`config.mk`:
```
export PLATFORM = sky130hd
export DESIGN_NAME = golf_input_conditioner_flat
export DESIGN_NICKNAME = d
export VERILOG_FILES = /design/src/rtl/golf_input_conditioner_if.sv /design/src/rtl/golf_input_conditioner.sv /design/src/flat_wrapper.sv
export SDC_FILE = /design/constraint.sdc
export NUM_CORES = 1
export LEC_CHECK = 0
export BUFFER_PORTS_ARGS = -buffer_cell sky130_fd_sc_hd__buf_4
export CORE_ASPECT_RATIO = 1.2
export CORE_UTILIZATION = 45
export CTS_BUF_LIST = sky130_fd_sc_hd__clkbuf_8
export CTS_CLUSTER_DIAMETER = 40
export CTS_CLUSTER_SIZE = 30
export DETAILED_ROUTE_END_ITERATION = 16
export PLACE_DENSITY = 0.69
export SLEW_MARGIN = 20
export SYNTH_ARGS = -nofsm -noshare
export SYNTH_HDL_FRONTEND = slang
export SYNTH_SLANG_ARGS = --single-unit
```
`constraint.sdc`:
```
create_clock -name clk_in -period 2.75 [get_ports clk_in]
set_input_delay 0.4125 -clock clk_in [delete_from_list [all_inputs] [get_ports clk_in]]
set_output_delay 0.4125 -clock clk_in [all_outputs]
set_load 0.1 [all_outputs]
```
`src/rtl/golf_input_conditioner_if.sv`:
```
// rtl/golf_input_conditioner_if.sv - raw board inputs and conditioned gameplay controls
interface golf_input_conditioner_if;
    logic       btn_hit_raw;
    logic       btn_left_raw;
    logic       btn_right_raw;
    logic       btn_reset_raw;
    logic       vsync_in;
    logic [2:0] gameplay_state;
    logic       new_game;
    logic       charging_hit;
    logic       camera_pan_left;
    logic       camera_pan_right;
    logic       new_frame;
    logic [7:0] swing_count;

    modport master (
        output btn_hit_raw, btn_left_raw, btn_right_raw, btn_reset_raw, vsync_in, gameplay_state,
        input  new_game, charging_hit, camera_pan_left, camera_pan_right, new_frame, swing_count
    );

    modport slave (
        input  btn_hit_raw, btn_left_raw, btn_right_raw, btn_reset_raw, vsync_in, gameplay_state,
        output new_game, charging_hit, camera_pan_left, camera_pan_right, new_frame, swing_count
    );
endinterface

```
`src/rtl/golf_input_conditioner.sv`:
```
// rtl/golf_input_conditioner.sv - button sync/debounce, hit FSM, pan gating, frame and new-game pulses
module golf_input_conditioner #(
    parameter int DEBOUNCE_CYCLES = 500_000,
    parameter bit VSYNC_POL       = 1'b1
) (
    input  logic                    clk_in,
    input  logic                    rst_in,
    golf_input_conditioner_if.slave bus
);
    localparam int                 CNT_W    = $clog2(DEBOUNCE_CYCLES + 1);
    localparam logic [CNT_W-1:0]   CNT_LAST = CNT_W'(DEBOUNCE_CYCLES - 1);
    localparam int                 NUM_BTN  = 4;
    localparam int                 B_HIT    = 0;
    localparam int                 B_LEFT   = 1;
    localparam int                 B_RIGHT  = 2;
    localparam int                 B_RESET  = 3;

    typedef enum logic [1:0] {
        HIT_IDLE     = 2'd0,
        HIT_ARMED    = 2'd1,
        HIT_SWINGING = 2'd2,
        HIT_LOCKED   = 2'd3
    } hit_state_t;

    logic [NUM_BTN-1:0] btn_raw;
    logic [NUM_BTN-1:0] btn_sync1;
    logic [NUM_BTN-1:0] btn_sync2;
    logic [NUM_BTN-1:0] btn_clean;
    logic [NUM_BTN-1:0] btn_clean_q;
    logic [CNT_W-1:0]   db_cnt [NUM_BTN];

    logic       vs_sync1;
    logic       vs_sync2;
    logic       vs_q;
    logic       frame_edge;

    hit_state_t hit_state_q;
    hit_state_t hit_state_d;
    logic       swing_done;
    logic       hit_rise;
    logic       reset_rise;
    logic       ball_at_rest;
    logic       ball_released;

    logic       new_game_q;
    logic       charging_q;
    logic       pan_left_q;
    logic       pan_right_q;
    logic       new_frame_q;
    logic [7:0] swing_count_q;

    assign btn_raw = {bus.btn_reset_raw, bus.btn_right_raw, bus.btn_left_raw, bus.btn_hit_raw};

    // A clean level only moves after the synced value has disagreed with it for DEBOUNCE_CYCLES in a row.
    always_ff @(posedge clk_in) begin
        if (rst_in) begin
            btn_sync1   <= '0;
            btn_sync2   <= '0;
            btn_clean   <= '0;
            btn_clean_q <= '0;
            for (int i = 0; i < NUM_BTN; i++) begin
                db_cnt[i] <= '0;
            end
        end else begin
            btn_sync1   <= btn_raw;
            btn_sync2   <= btn_sync1;
            btn_clean_q <= btn_clean;
            for (int i = 0; i < NUM_BTN; i++) begin
                if (btn_sync2[i] == btn_clean[i]) begin
                    db_cnt[i] <= '0;
                end else if (db_cnt[i] == CNT_LAST) begin
                    btn_clean[i] <= btn_sync2[i];
                    db_cnt[i]    <= '0;
                end else begin
                    db_cnt[i] <= db_cnt[i] + CNT_W'(1);
                end
            end
        end
    end

    assign hit_rise      = btn_clean[B_HIT] & ~btn_clean_q[B_HIT];
    assign reset_rise    = btn_clean[B_RESET] & ~btn_clean_q[B_RESET];
    assign ball_at_rest  = (bus.gameplay_state == 3'd1);
    assign ball_released = (bus.gameplay_state == 3'd0) || (bus.gameplay_state == 3'd4) ||
                           (bus.gameplay_state == 3'd5) || (bus.gameplay_state == 3'd6);

    always_comb begin
        hit_state_d = hit_state_q;
        swing_done  = 1'b0;
        case (hit_state_q)
            HIT_IDLE: begin
                if (!btn_clean[B_HIT]) begin
                    hit_state_d = HIT_ARMED;
                end
            end
            HIT_ARMED: begin
                // A press while the ball is not at rest is consumed here; only a fresh press can swing.
                if (hit_rise && ball_at_rest) begin
                    hit_state_d = HIT_SWINGING;
                end
            end
            HIT_SWINGING: begin
                if (!btn_clean[B_HIT]) begin
                    hit_state_d = HIT_LOCKED;
                    swing_done  = 1'b1;
                end
            end
            HIT_LOCKED: begin
                if (ball_released) begin
                    hit_state_d = HIT_IDLE;
                end
            end
            default: hit_state_d = HIT_IDLE;
        endcase
        if (reset_rise) begin
            hit_state_d = HIT_IDLE;
            swing_done  = 1'b0;
        end
    end

    always_ff @(posedge clk_in) begin
        if (rst_in) begin
            hit_state_q   <= HIT_IDLE;
            charging_q    <= 1'b0;
            swing_count_q <= '0;
            new_game_q    <= 1'b1;
        end else begin
            hit_state_q <= hit_state_d;
            charging_q  <= (hit_state_d == HIT_SWINGING);
            new_game_q  <= reset_rise;
            if (reset_rise) begin
                swing_count_q <= '0;
            end else if (swing_done && (swing_count_q != 8'hFF)) begin
                swing_count_q <= swing_count_q + 8'd1;
            end
        end
    end

    always_ff @(posedge clk_in) begin
        if (rst_in) begin
            pan_left_q  <= 1'b0;
            pan_right_q <= 1'b0;
        end else begin
            pan_left_q  <= btn_clean[B_LEFT] & ~btn_clean[B_RIGHT] & (bus.gameplay_state != 3'd0);
            pan_right_q <= btn_clean[B_RIGHT] & ~btn_clean[B_LEFT] & (bus.gameplay_state != 3'd0);
        end
    end

    assign frame_edge = VSYNC_POL ? (vs_sync2 & ~vs_q) : (~vs_sync2 & vs_q);

    always_ff @(posedge clk_in) begin
        if (rst_in) begin
            vs_sync1    <= 1'b0;
            vs_sync2    <= 1'b0;
            vs_q        <= 1'b0;
            new_frame_q <= 1'b0;
        end else begin
            vs_sync1    <= bus.vsync_in;
            vs_sync2    <= vs_sync1;
            vs_q        <= vs_sync2;
            new_frame_q <= frame_edge;
        end
    end

    // new_game is asserted combinationally through reset so gameplay sees it before the first edge.
    assign bus.new_game         = rst_in | new_game_q;
    assign bus.charging_hit     = charging_q;
    assign bus.camera_pan_left  = pan_left_q;
    assign bus.camera_pan_right = pan_right_q;
    assign bus.new_frame        = new_frame_q;
    assign bus.swing_count      = swing_count_q;
endmodule
```
`src/flat_wrapper.sv`:
```
// flat-port wrapper written by rule: the top's interface ports become plain ports
module golf_input_conditioner_flat 
#(
    parameter int DEBOUNCE_CYCLES = 500_000,
    parameter bit VSYNC_POL       = 1'b1
)
  (clk_in, rst_in, bus_btn_hit_raw, bus_btn_left_raw, bus_btn_right_raw, bus_btn_reset_raw, bus_vsync_in, bus_gameplay_state, bus_new_game, bus_charging_hit, bus_camera_pan_left, bus_camera_pan_right, bus_new_frame, bus_swing_count);
  golf_input_conditioner_if bus_i ();
  input  logic clk_in;
  input  logic rst_in;
  input wire logic [$bits(bus_i.btn_hit_raw)-1:0] bus_btn_hit_raw;
  input wire logic [$bits(bus_i.btn_left_raw)-1:0] bus_btn_left_raw;
  input wire logic [$bits(bus_i.btn_right_raw)-1:0] bus_btn_right_raw;
  input wire logic [$bits(bus_i.btn_reset_raw)-1:0] bus_btn_reset_raw;
  input wire logic [$bits(bus_i.vsync_in)-1:0] bus_vsync_in;
  input wire logic [$bits(bus_i.gameplay_state)-1:0] bus_gameplay_state;
  output wire logic [$bits(bus_i.new_game)-1:0] bus_new_game;
  output wire logic [$bits(bus_i.charging_hit)-1:0] bus_charging_hit;
  output wire logic [$bits(bus_i.camera_pan_left)-1:0] bus_camera_pan_left;
  output wire logic [$bits(bus_i.camera_pan_right)-1:0] bus_camera_pan_right;
  output wire logic [$bits(bus_i.new_frame)-1:0] bus_new_frame;
  output wire logic [$bits(bus_i.swing_count)-1:0] bus_swing_count;
  assign bus_i.btn_hit_raw = bus_btn_hit_raw;
  assign bus_i.btn_left_raw = bus_btn_left_raw;
  assign bus_i.btn_right_raw = bus_btn_right_raw;
  assign bus_i.btn_reset_raw = bus_btn_reset_raw;
  assign bus_i.vsync_in = bus_vsync_in;
  assign bus_i.gameplay_state = bus_gameplay_state;
  assign bus_new_game = bus_i.new_game;
  assign bus_charging_hit = bus_i.charging_hit;
  assign bus_camera_pan_left = bus_i.camera_pan_left;
  assign bus_camera_pan_right = bus_i.camera_pan_right;
  assign bus_new_frame = bus_i.new_frame;
  assign bus_swing_count = bus_i.swing_count;
  golf_input_conditioner #(.DEBOUNCE_CYCLES(DEBOUNCE_CYCLES), .VSYNC_POL(VSYNC_POL)) u_core (.clk_in(clk_in), .rst_in(rst_in), .bus(bus_i));
endmodule
```
Word-level counts from Yosys, hierarchy flattened
Memory sizes are Yosys's and may differ from the RTL's.
Cells that the tools add are included.
Operators by class
  reduce and logical (&&, ||, !) cells: 13
  multiplexer cells: 67
  $add $sub $neg: 5
  bitwise logic cells: 29
  equality and inequality tests: 17
Operators by type and width (count)
  2-to-1 mux 19 bit: 12
  adder 19 x 1 -> 19 bit, second input constant: 4
  == test 19 bit, second input constant: 4
  2-to-1 mux 1 bit: 49
  OR 1 bit: 13
  2-to-1 mux 2 bit: 5
  == test 3 bit, second input constant: 3
  inverter 1 bit: 9
  adder 8 x 1 -> 8 bit, second input constant: 1
  inequality test 8 bit, second input constant: 1
  one-hot mux 2 bit (4 select lines): 1
  AND reduction 2 bit: 4
  AND 1 bit: 7
  == test 2 bit, second input constant: 3
  == test 1 bit: 4
  == test 3 x 1 -> 1 bit, second input constant: 1
  logical NOT 3 bit: 1
  logical OR 1 bit: 3
  nonzero test 3 bit: 1
  == test 2 x 1 -> 1 bit, second input constant: 1
  logical AND 1 bit: 2
  logical NOT 2 bit: 1
  OR reduction 2 bit: 1
Word-level totals
  register bits: 34
  memories kept: 1
  RAM bits: 76
Memories
  u_core.db_cnt: words 4, width 19, read ports 4, clocked after memory_dff 0, write ports 4, line golf_input_conditioner.sv:30  | logic [CNT_W-1:0] db_cnt [NUM_BTN];

Depth between registers and ports, before layout
  word-level depth: 8
  depth in mapped cells: 8

Worst setup path before layout
Ideal clock, no wire load.
  path kind: register -> register
  from: reg u_core.swing_count_q[0], in the netlist u_core.bus.swing_count[0]
  to: reg u_core.swing_count_q[2], in the netlist u_core.bus.swing_count[2]
  data required time: 2678 ps
  path buffers: 0
  cell stages (with the launch flop): 5
  slack: 425 ps
  library setup time: 72 ps
  data arrival time: 2253 ps
  cells stage by stage: dfxtp_1 -> ha_1 -> or4b_1 -> or3_1 -> a21oi_1
Between the ends
  word-level cells in the longest chain between the ends: 2
  elaborated cells between the ends (all ways): 3
  those cells by class: 1 x add/sub; 1 x eq/ne; 1 x reduce/logical
Ends and longest elaborated chain
  start, declared: line golf_input_conditioner.sv:50  | logic [7:0] swing_count_q;
  start signal, assigned: line golf_input_conditioner.sv:134  | swing_count_q <= swing_count_q + 8'd1;
  branches (longest 2 deep; another with adder 8 x 1 -> 8 bit)
Parallel ways; which one is timed is not known.
A chain may end at the register's enable or synchronous reset.

==> metrics.yaml <==
run_status:
  status: "complete, no violations"
pwr:
  pwr-share-seq_pct: 61.4
  swShare_pct: 22.0
  p_leak_nw: 2.15
  power_frac_comb_pct: 4.6
  p_total_mw: 3.02
  power.switching_uw: 665
  power_density_nw_per_um2: 486
  ir_drop_mv: 0.292
  clkPwrFrac_pct: 33.9
  p_int_mw: 2.35
logic_synthesis:
  synthArstFlopShare_pct: 0
  yosysTopAreaCell: "edfxtp_1"
  synthTopCellsByCount: "76 x edfxtp_1, 62 x nor2_1, 34 x nand3_1, 32 x a21oi_1, 32 x dfxtp_1"
  synthTopCellsByArea: "edfxtp_1 42%, dfxtp_1 12%, xor2_1 4.7%"
  synthFlopType: "edfxtp_1"
  synth_seq_cells: 108
  synth_edf_count: 76
  ys_seq_area_share_pct: 53.9
  yosys_warnings: 0
  syn_inst: 522
  synth.distinct_cells: 52
  syn_avg_cell_area_sq_um: 10.4
  netlist_area_sq_um: 5420
  yosysTopAreaCellShare_pct: 42.1
  yosysMostFrequentCell: "edfxtp_1"
finish:
  antenna_cells: 0
  layout-drive-gt1-share_pct: 8.39
  area_growth_pct: 14.6
  fill_cells: 1107
  finalNetCount: 630
sta:
  worst_slack_ns: 0.555
  relSlewSlack_pct: 63.2
  finClkSkew_ns: 0.00691
  worstMarginPinSlew_ns: 0.544
  setup_tns_ns: 0
  hold_viol: 0
  final_max_slew_viol_count: 0
  rsz0062_at_grt: "false"
  min_period_ns: 2.19
  fmax_ghz: 0.456
  fin_crit_sh_pct: 79.8
  setup_viol: 0
grt:
  track_usage_pct: 17.0
  grt_overflow: 0
  grt_pass1_wl_microns: 16900
  antenna_found_initial: 0
  grt_max_degree: 26
  grt_pass1_vias: 3912
route:
  firstDrtPassIters: 5
  wirelength_microns: 9790
  drc: 0
  drt_iter0_markers: 180
  ant_nets: 0
  post_drt_wl_per_cell_microns: 12.6
  vias: 4088
  drt-vias-per-instance: 5.26
cts:
  cts_buffers: 9
  cts_root_buf: "clkbuf_8"
  cts_resized: 0
  hold_buffers: 0
  cts_tree: "yes"
  cts_sinks: 108
  htreeDepth: 3
  cts_setup_buffers: 0
  cts.path.max_buffers: 2
  clock_latency_ns: 0.36
  path_clk_slew_ns: 0.10
critical_path:
  crit_required_ns: 2.86
  criticalPathCategory: "register to register"
  cp_max_fo: 9
  cp_top_family: "simple AND/OR/NAND/NOR gates"
  slowest_stage: "or4b_2"
  cpPeakStageDelay_ns: 0.69
  startpoint_type: "register"
  endpoint_kind: "register"
  cp_cell_sequence: "nand3_1 > or4b_2 > o21bai_2 > buf_4 > a21oi_1"
  worst-path-buf-inv: 1
  arrival_ns: 2.31
hold_path:
  hold_path.class: "primary input to register"
floorplan:
  start_util_pct: 46.6
  die-width_microns: 102
  dieArea_sq_um: 12500
  io_pins: 23
  core_area_sq_um: 11600
  die_y_microns: 122
  rows: 43
placement:
  portBuffers: 22
  detailedPlacementHpwl_microns: 7030
  dp_slack_ns: 0.580
  gp_congestion: 0.759
job:
  maxCapViolCount: 0
## sequential cells by signal, indices dropped and copies added (netlist names), 2 cells and up
name,flops
u_core.db_cnt,76
u_core.bus.swing_count,8
u_core.btn_clean,4
u_core.btn_sync1,4
u_core.btn_sync2,4
u_core.btn_clean_q,2
u_core.hit_state_q,2
## metal layers
metal | routed length [microns] | up-vias | global-route usage (%)
met5 | 0 | - | 0
met4 | 138 | 0 | 7.05
met3 | 367 | 15 | 3.13
met2 | 4760 | 88 | 28.2
met1 | 4520 | 1941 | 21.8
li1 | - | 2044 | -
## placed cells by master, fill, tap and decap left out, types with 16 or more instances in the layout
master     n
buf_4     24
inv_1     18
xor2_1    29
conb_1    76
xnor2_1   21
nand4_1   21
a21oi_1   32
nor2_1    62
nand2_1   24
nor2b_1   16
nand3_1   34
dfxtp_1   32
edfxtp_1  76
## path summary, 6_finish.rpt
check,from,end,slack [ns],cells after the start
max reg2reg,u_core.db_cnt[0][15]$_SDFFCE_PN0P_,u_core.db_cnt[0][16]$_SDFFCE_PN0P_,0.56,5
min reg2reg,u_core.vs_q$_SDFF_PP0_,u_core.bus.new_frame$_SDFF_PP0_,0.40,1
max,u_core.db_cnt[0][15]$_SDFFCE_PN0P_,u_core.db_cnt[0][16]$_SDFFCE_PN0P_,0.56,5
min,bus_vsync_in,u_core.vs_sync1$_SDFF_PP0_,0.26,2
## power groups by stage
| stage | combinational [mW] | clock, mW | sequential [mW] |
|---|---|---|---|
| global placement | 0.134 | 0 | 1.89 |
| detailed placement | 0.137 | 0 | 1.89 |
| floorplan | 0.104 | 0 | 1.88 |
| finish | 0.139 | 1.02 | 1.85 |
| CTS | 0.138 | 1.06 | 1.85 |
| global route | 0.159 | 1.11 | 1.86 |
## area by class of cell
| cell class | count | area (sq um) | share of cell area, % |
|---|---|---|---|
| Clock buffer | 9 | 124 | 1.99 |
| Sequential cell | 108 | 2920 | 47.0 |
| Multi-Input combinational cell | 455 | 2640 | 42.5 |
| Inverter | 17 | 63.8 | 1.03 |
| Timing Repair Buffer | 24 | 180 | 2.90 |
| Clock inverter | 7 | 83.8 | 1.35 |
| Tap cell | 157 | 196 | 3.16 |
## per-stage QoR
stage,util (%),instance area [sq um],cells,hold slack [ns]
final,53.5,6210,777,0.260
after global routing,53.5,6210,777,0.250
after CTS,53.5,6210,777,0.248
after detailed placement,51.7,6010,761,0.393
after global placement,51.7,6010,761,0.378
after floorplan,-,5700,597,0.367
## cell families after synthesis
| logic type | after synthesis | share of synthesized area (%) |
|---|---|---|
| DFF | 108 | 53.9 |
| buffers and inverters | 34 | 2.52 |
| other | 1 | 0.0692 |
| xor gates and xnor gates | 50 | 8.08 |
| AOI/OAI and AO/OA | 76 | 8.70 |
| and+or+nand+nor | 247 | 25.4 |
| adders and majority gates | 6 | 1.34 |
(Power assumes the default switching activity.)
